## config.mk

```make
export PLATFORM = sky130hd
export DESIGN_NAME = exmem_pipe
export DESIGN_NICKNAME = d
export VERILOG_FILES = /design/src/rtl/cpu24_pkg.sv /design/src/rtl/pipe_slot.sv /design/src/rtl/exmem_pipe.sv
export SDC_FILE = /design/constraint.sdc
export NUM_CORES = 1
export LEC_CHECK = 0
export BUFFER_PORTS_ARGS = -buffer_cell sky130_fd_sc_hd__buf_2
export CAP_MARGIN = 15
export CORE_ASPECT_RATIO = 0.8
export CORE_MARGIN = 2
export CORE_UTILIZATION = 54
export DETAILED_ROUTE_END_ITERATION = 6
export GPL_TIMING_DRIVEN = 0
export MAX_ROUTING_LAYER = met4
export PLACE_DENSITY = 0.78
export SETUP_SLACK_MARGIN = 0.15
export SYNTH_ARGS = -nofsm -noshare
export SYNTH_HDL_FRONTEND = slang
export SYNTH_HIERARCHICAL = 1
export SYNTH_SLANG_ARGS = --single-unit
```

## constraint.sdc

```tcl
create_clock -name Clock -period 2.3 [get_ports Clock]
set_input_delay 0.115 -clock Clock [delete_from_list [all_inputs] [get_ports Clock]]
set_output_delay 0.115 -clock Clock [all_outputs]
set_load 0.01 [all_outputs]
```

## src/rtl/cpu24_pkg.sv

```systemverilog
// Shared widths, control/flag bit positions and buffer states for the 24-bit CPU pipeline.
// Anything that must agree between pipeline stages lives here.
package cpu24_pkg;

    localparam int CPU_DATA_W = 24;
    localparam int CPU_REG_W  = 4;

    localparam int CTL_REGWRITE  = 3;
    localparam int CTL_MEMREAD   = 2;
    localparam int CTL_MEMWRITE  = 1;
    localparam int CTL_FLAGWRITE = 0;

    localparam int FLAG_N = 3;
    localparam int FLAG_Z = 2;
    localparam int FLAG_V = 1;
    localparam int FLAG_C = 0;

    typedef enum logic [1:0] {
        EMPTY = 2'd0,
        ONE   = 2'd1,
        FULL  = 2'd2
    } buf_state_e;

    function automatic logic [3:0] pack_flags(input logic n, input logic z,
                                              input logic v, input logic c);
        logic [3:0] f;
        f         = 4'b0000;
        f[FLAG_N] = n;
        f[FLAG_Z] = z;
        f[FLAG_V] = v;
        f[FLAG_C] = c;
        return f;
    endfunction

endpackage

```

## src/rtl/pipe_slot.sv

```systemverilog
// One skid-buffer slot: a valid bit plus payload register with load and clear.
// A cleared slot holds an all-zero payload so downstream sees zeros when idle.
module pipe_slot #(
    parameter int W = 8
) (
    input  logic         i_clk,
    input  logic         i_rst_n,
    input  logic         i_load,
    input  logic         i_clear,
    input  logic [W-1:0] i_data,
    output logic         o_valid,
    output logic [W-1:0] o_data
);

    logic         r_valid;
    logic [W-1:0] r_data;

    // Slot storage; clear wins over load.
    always_ff @(posedge i_clk or negedge i_rst_n) begin
        if (!i_rst_n) begin
            r_valid <= 1'b0;
            r_data  <= '0;
        end else if (i_clear) begin
            r_valid <= 1'b0;
            r_data  <= '0;
        end else if (i_load) begin
            r_valid <= 1'b1;
            r_data  <= i_data;
        end else begin
            r_valid <= r_valid;
            r_data  <= r_data;
        end
    end

    assign o_valid = r_valid;
    assign o_data  = r_data;

endmodule

```

## src/rtl/exmem_pipe.sv

```systemverilog
// EX/MEM pipeline register built as a 2-entry skid buffer with an architectural NZVC register.
// The head slot drives the Out* ports directly; the tail slot absorbs one entry of backpressure.
module exmem_pipe #(
    parameter int DATA_W = cpu24_pkg::CPU_DATA_W,
    parameter int REG_W  = cpu24_pkg::CPU_REG_W
) (
    input  logic              Clock,
    input  logic              ResetN,
    input  logic              InValid,
    output logic              InReady,
    input  logic [DATA_W-1:0] Result,
    input  logic              Zero,
    input  logic              Overflow,
    input  logic              CarryOut,
    input  logic [DATA_W-1:0] StoreData,
    input  logic [REG_W-1:0]  Rd,
    input  logic [3:0]        Ctl,
    input  logic              Flush,
    output logic              OutValid,
    input  logic              OutReady,
    output logic [DATA_W-1:0] OutResult,
    output logic [DATA_W-1:0] OutStoreData,
    output logic [REG_W-1:0]  OutRd,
    output logic [2:0]        OutCtl,
    output logic [3:0]        Flags
);
    import cpu24_pkg::*;

    localparam int PW = 2 * DATA_W + REG_W + 3;

    buf_state_e    r_state;
    buf_state_e    w_next_state;
    logic          r_in_ready;
    logic [3:0]    r_flags;
    logic          w_accept;
    logic          w_release;
    logic          w_head_load, w_head_clear, w_tail_load, w_tail_clear;
    logic          w_head_valid, w_tail_valid;
    logic [PW-1:0] w_in_payload, w_head_din, w_head_data, w_tail_data;

    assign w_in_payload = {Result, StoreData, Rd,
                           Ctl[CTL_REGWRITE], Ctl[CTL_MEMREAD], Ctl[CTL_MEMWRITE]};
    assign w_accept     = InValid & r_in_ready;
    assign w_release    = w_head_valid & OutReady;

    // Next-state and slot steering; flush overrides every handshake.
    always_comb begin
        w_next_state = r_state;
        w_head_load  = 1'b0;
        w_head_clear = 1'b0;
        w_tail_load  = 1'b0;
        w_tail_clear = 1'b0;
        w_head_din   = w_in_payload;
        if (Flush) begin
            w_next_state = EMPTY;
            w_head_clear = 1'b1;
            w_tail_clear = 1'b1;
        end else begin
            case (r_state)
                EMPTY: begin
                    if (w_accept) begin
                        w_head_load  = 1'b1;
                        w_next_state = ONE;
                    end else begin
                        w_next_state = EMPTY;
                    end
                end
                ONE: begin
                    if (w_accept && w_release) begin
                        w_head_load  = 1'b1;
                    end else if (w_accept) begin
                        w_tail_load  = 1'b1;
                        w_next_state = FULL;
                    end else if (w_release) begin
                        w_head_clear = 1'b1;
                        w_next_state = EMPTY;
                    end else begin
                        w_next_state = ONE;
                    end
                end
                FULL: begin
                    // r_in_ready is low here, so only the tail shifts forward.
                    if (w_release) begin
                        w_head_load  = 1'b1;
                        w_head_din   = w_tail_data;
                        w_tail_clear = 1'b1;
                        w_next_state = ONE;
                    end else begin
                        w_next_state = FULL;
                    end
                end
                default: begin
                    w_next_state = EMPTY;
                    w_head_clear = 1'b1;
                    w_tail_clear = 1'b1;
                end
            endcase
        end
    end

    // Buffer state and registered ready; ready stays low through reset.
    always_ff @(posedge Clock or negedge ResetN) begin
        if (!ResetN) begin
            r_state    <= EMPTY;
            r_in_ready <= 1'b0;
        end else begin
            r_state    <= w_next_state;
            r_in_ready <= (w_next_state != FULL);
        end
    end

    // Status flags commit on accept, never on a flushed entry.
    always_ff @(posedge Clock or negedge ResetN) begin
        if (!ResetN) begin
            r_flags <= 4'b0000;
        end else if (!Flush && w_accept && Ctl[CTL_FLAGWRITE]) begin
            r_flags <= pack_flags(Result[DATA_W-1], Zero, Overflow, CarryOut);
        end else begin
            r_flags <= r_flags;
        end
    end

    pipe_slot #(.W(PW)) u_head (
        .i_clk   (Clock),
        .i_rst_n (ResetN),
        .i_load  (w_head_load),
        .i_clear (w_head_clear),
        .i_data  (w_head_din),
        .o_valid (w_head_valid),
        .o_data  (w_head_data)
    );

    pipe_slot #(.W(PW)) u_tail (
        .i_clk   (Clock),
        .i_rst_n (ResetN),
        .i_load  (w_tail_load),
        .i_clear (w_tail_clear),
        .i_data  (w_in_payload),
        .o_valid (w_tail_valid),
        .o_data  (w_tail_data)
    );

    assign InReady  = r_in_ready;
    assign OutValid = w_head_valid;
    assign Flags    = r_flags;
    assign {OutResult, OutStoreData, OutRd, OutCtl} = w_head_data;

endmodule

```

==> run metrics <==
DRT Pass-1 Iters=4; Clk pwr share=around 45%; GRT Util Overall=between 20% and 30%; gpl congestion=around 0.8; Crit Path Max Fanout=10; max_slew headroom=around 64%; outcome=finished, final reports clean; fraction of power spent switching nets=~24%; total leakage power=0.003589 µW; clk sinks=approximately 120; met2 wire length=6.446 mm; Sequential Power Share=between 40 and 50%; IO Count=between 100 and 150; cell area after synthesis=around 5600 µm²; layout cells sized above 1=31.42%; first-pass GRT wire length=roughly 21 mm; total die area=between 10,000 and 15,000 µm²; vias in the first global route=between 4,000 and 5,000; largest net degree at the start of global routing=slightly above 100; Setup Viol. Count Final=0; HP Class=input pin to flop; Worst Tran Pin Value=~0.54 ns; # DRC=0; Req. time, crit path=about 2.6 ns; final setup TNS=0 ns; Core Rows=33; initial core utilization=a little under three fifths; pre-CTS WS=0.1905 ns; final core utilization=74.09%; PortBufs=approximately 120; Max Buffers Root-to-Sink=2; max frequency=493.8 MHz; Post-Route Skew=0.008094 ns; GR Overflow Total=0; initial antenna violation count=0; largest delay contributor family on the critical path=buffers and inverters; unrepaired setup endpoints after global routing=no; min Tclk post-route=around 2.0 ns; Non-Filler Instances=around 800; Nets=roughly 700; pwr/cell area=approximately 750 nW/µm²; Setup crit end kind=flop; CORE AREA=10,160 µm²; DR top layer=met4; htree depth=4; CTS tree=done; crit path buf inv count=3; met1 WL=5.711 mm; CP arrival=2.29 ns; Root Buffer Master=clkbuf_16; CTS Buf Count=17; Reg clk slew, reported paths=around 0.050 ns; final hold viol count=0; internal power=roughly 4300 µW; first-iteration detailed-routing DRC count=195; Die Span Y=~95 µm; worst skew pair latency=about 0.4 ns; synth-to-layout area growth=34.47%; P_sw=~1400 µW; CP cell instances=and2_1 > clkbuf_2 > nand3b_1 > a31oi_1 > buf_6 > buf_8 > mux2i_1 > nor2_1; max cap viols=0; hpwl dp=~8.2 mm; fin. max-slew vios=0; CP Class=flop to flop; Gate power share=between 10 and 15%; Chip Width=between 100 and 150 µm; YS warnings=6; Mapped Nets=around 520; syn_area_per_cell=12.35 µm²; Max rail drop VDD=slightly above 0.7 mV; met3 wire length=between 600 and 700 µm; cell count after synthesis=around 450; CP max stage cell=dfrtp_1; Vias=4,150; Total Wirelength=roughly 13 mm; diode count=0; vias per cell=5.175; max incr delay on CP=approximately 0.43 ns; Startpoint Class=flop; Wirelength per Cell=approximately 16 µm; Final WS setup=between 0.2 and 0.3 ns; final worst path period share=about nine tenths; # placed instances=between 700 and 800; Routed Antenna Nets=0
path summary, 6_finish.rpt:
kind	cells past startpoint	slack, ns	start	to
min in group asynchronous	2	0.12	ResetN	u_head/o_data[34]
hold / removal	3	0.008	StoreData[20]	u_tail/o_data[27]
max in group asynchronous	3	1.42	ResetN	u_tail/o_data[41]
setup reg to reg	8	0.28	u_head/o_valid	u_head/o_data[40]
setup / recovery	8	0.28	u_head/o_valid	u_head/o_data[40]
hold reg to reg	1	0.51	Flags[2]	Flags[2]
layout make-up:
type / count / area, µm²
clock buffers: 23 / 478.0
repair buffers: 177 / 1175
clock inverters: 9 / 100.1
fillers: 695 / 2631
flip-flops and latches: 118 / 2953
multi-input cells: 304 / 2371
plain buffers: 31 / 274.0
well taps: 140 / 175.2
layout by cell type (no fill, tap or decap), types with 2 or more instances in the layout:
master,n
buf_6,8
mux2_1,30
clkinv_2,5
buf_2,128
clkbuf_8,3
mux2i_1,110
buf_8,8
bufinv_16,2
dfrtp_1,118
buf_4,2
a21o_1,2
and2_1,2
dlygate4sd3_1,52
nand2b_1,3
clkinvlp_4,2
nor2_1,113
nand3b_1,3
clkbuf_1,11
clkbuf_16,17
mux2_2,29
metal layers:
layer  GRT usage (%)  vias up
met5               -        -
met4           7.229        0
met3           5.562        6
met2           41.04      119
met1           31.05     2075
li1                -     1950
worst register-to-register path: cells and delay by family, from the launching register on:
kind	cells	cell delay, ns
AOI/OAI and AO/OA	1	0.28
buffers and inverters	3	0.61
DFF	1	0.43
muxes	1	0.26
and+or+nand+nor	3	0.32
per-stage QoR:
step	instance area [µm²]	power [µW]	hold slack, ns
after floorplan	5597	2755	-0.1806
after global placement	6392	3020	0.3461
after detailed placement	6426	3058	-0.04541
after CTS	7526	5699	0.001453
after global routing	7526	5890	0.02306
final	7526	5645	0.007901
registers in the layout, indices dropped and copies added (netlist names):
| signal | flops |
|---|---|
| u_head/o_valid | 1 |
| r_state | 2 |
| InReady | 1 |
| u_head/o_data | 55 |
| u_tail/o_data | 55 |
| Flags | 4 |
power groups by stage:
stage / Clock (µW) / Sequential (µW) / Combinational [µW]
final: 2550 / 2270 / 821
after detailed placement: 0 / 2300 / 753
after global routing: 2700 / 2290 / 899
after floorplan: 0 / 2340 / 418
after global placement: 0 / 2300 / 723
after CTS: 2600 / 2270 / 827
what timing repair did:
| action | CTS | global route |
|---|---|---|
| resized for setup | 1 | 0 |
| buffers inserted | 0 | 0 |
| hold endpoints to repair | 169 | 0 |
| hold buffers | 52 | 0 |
| endpoints found under the setup margin | 1 | 0 |
(Power assumes the default switching activity.)
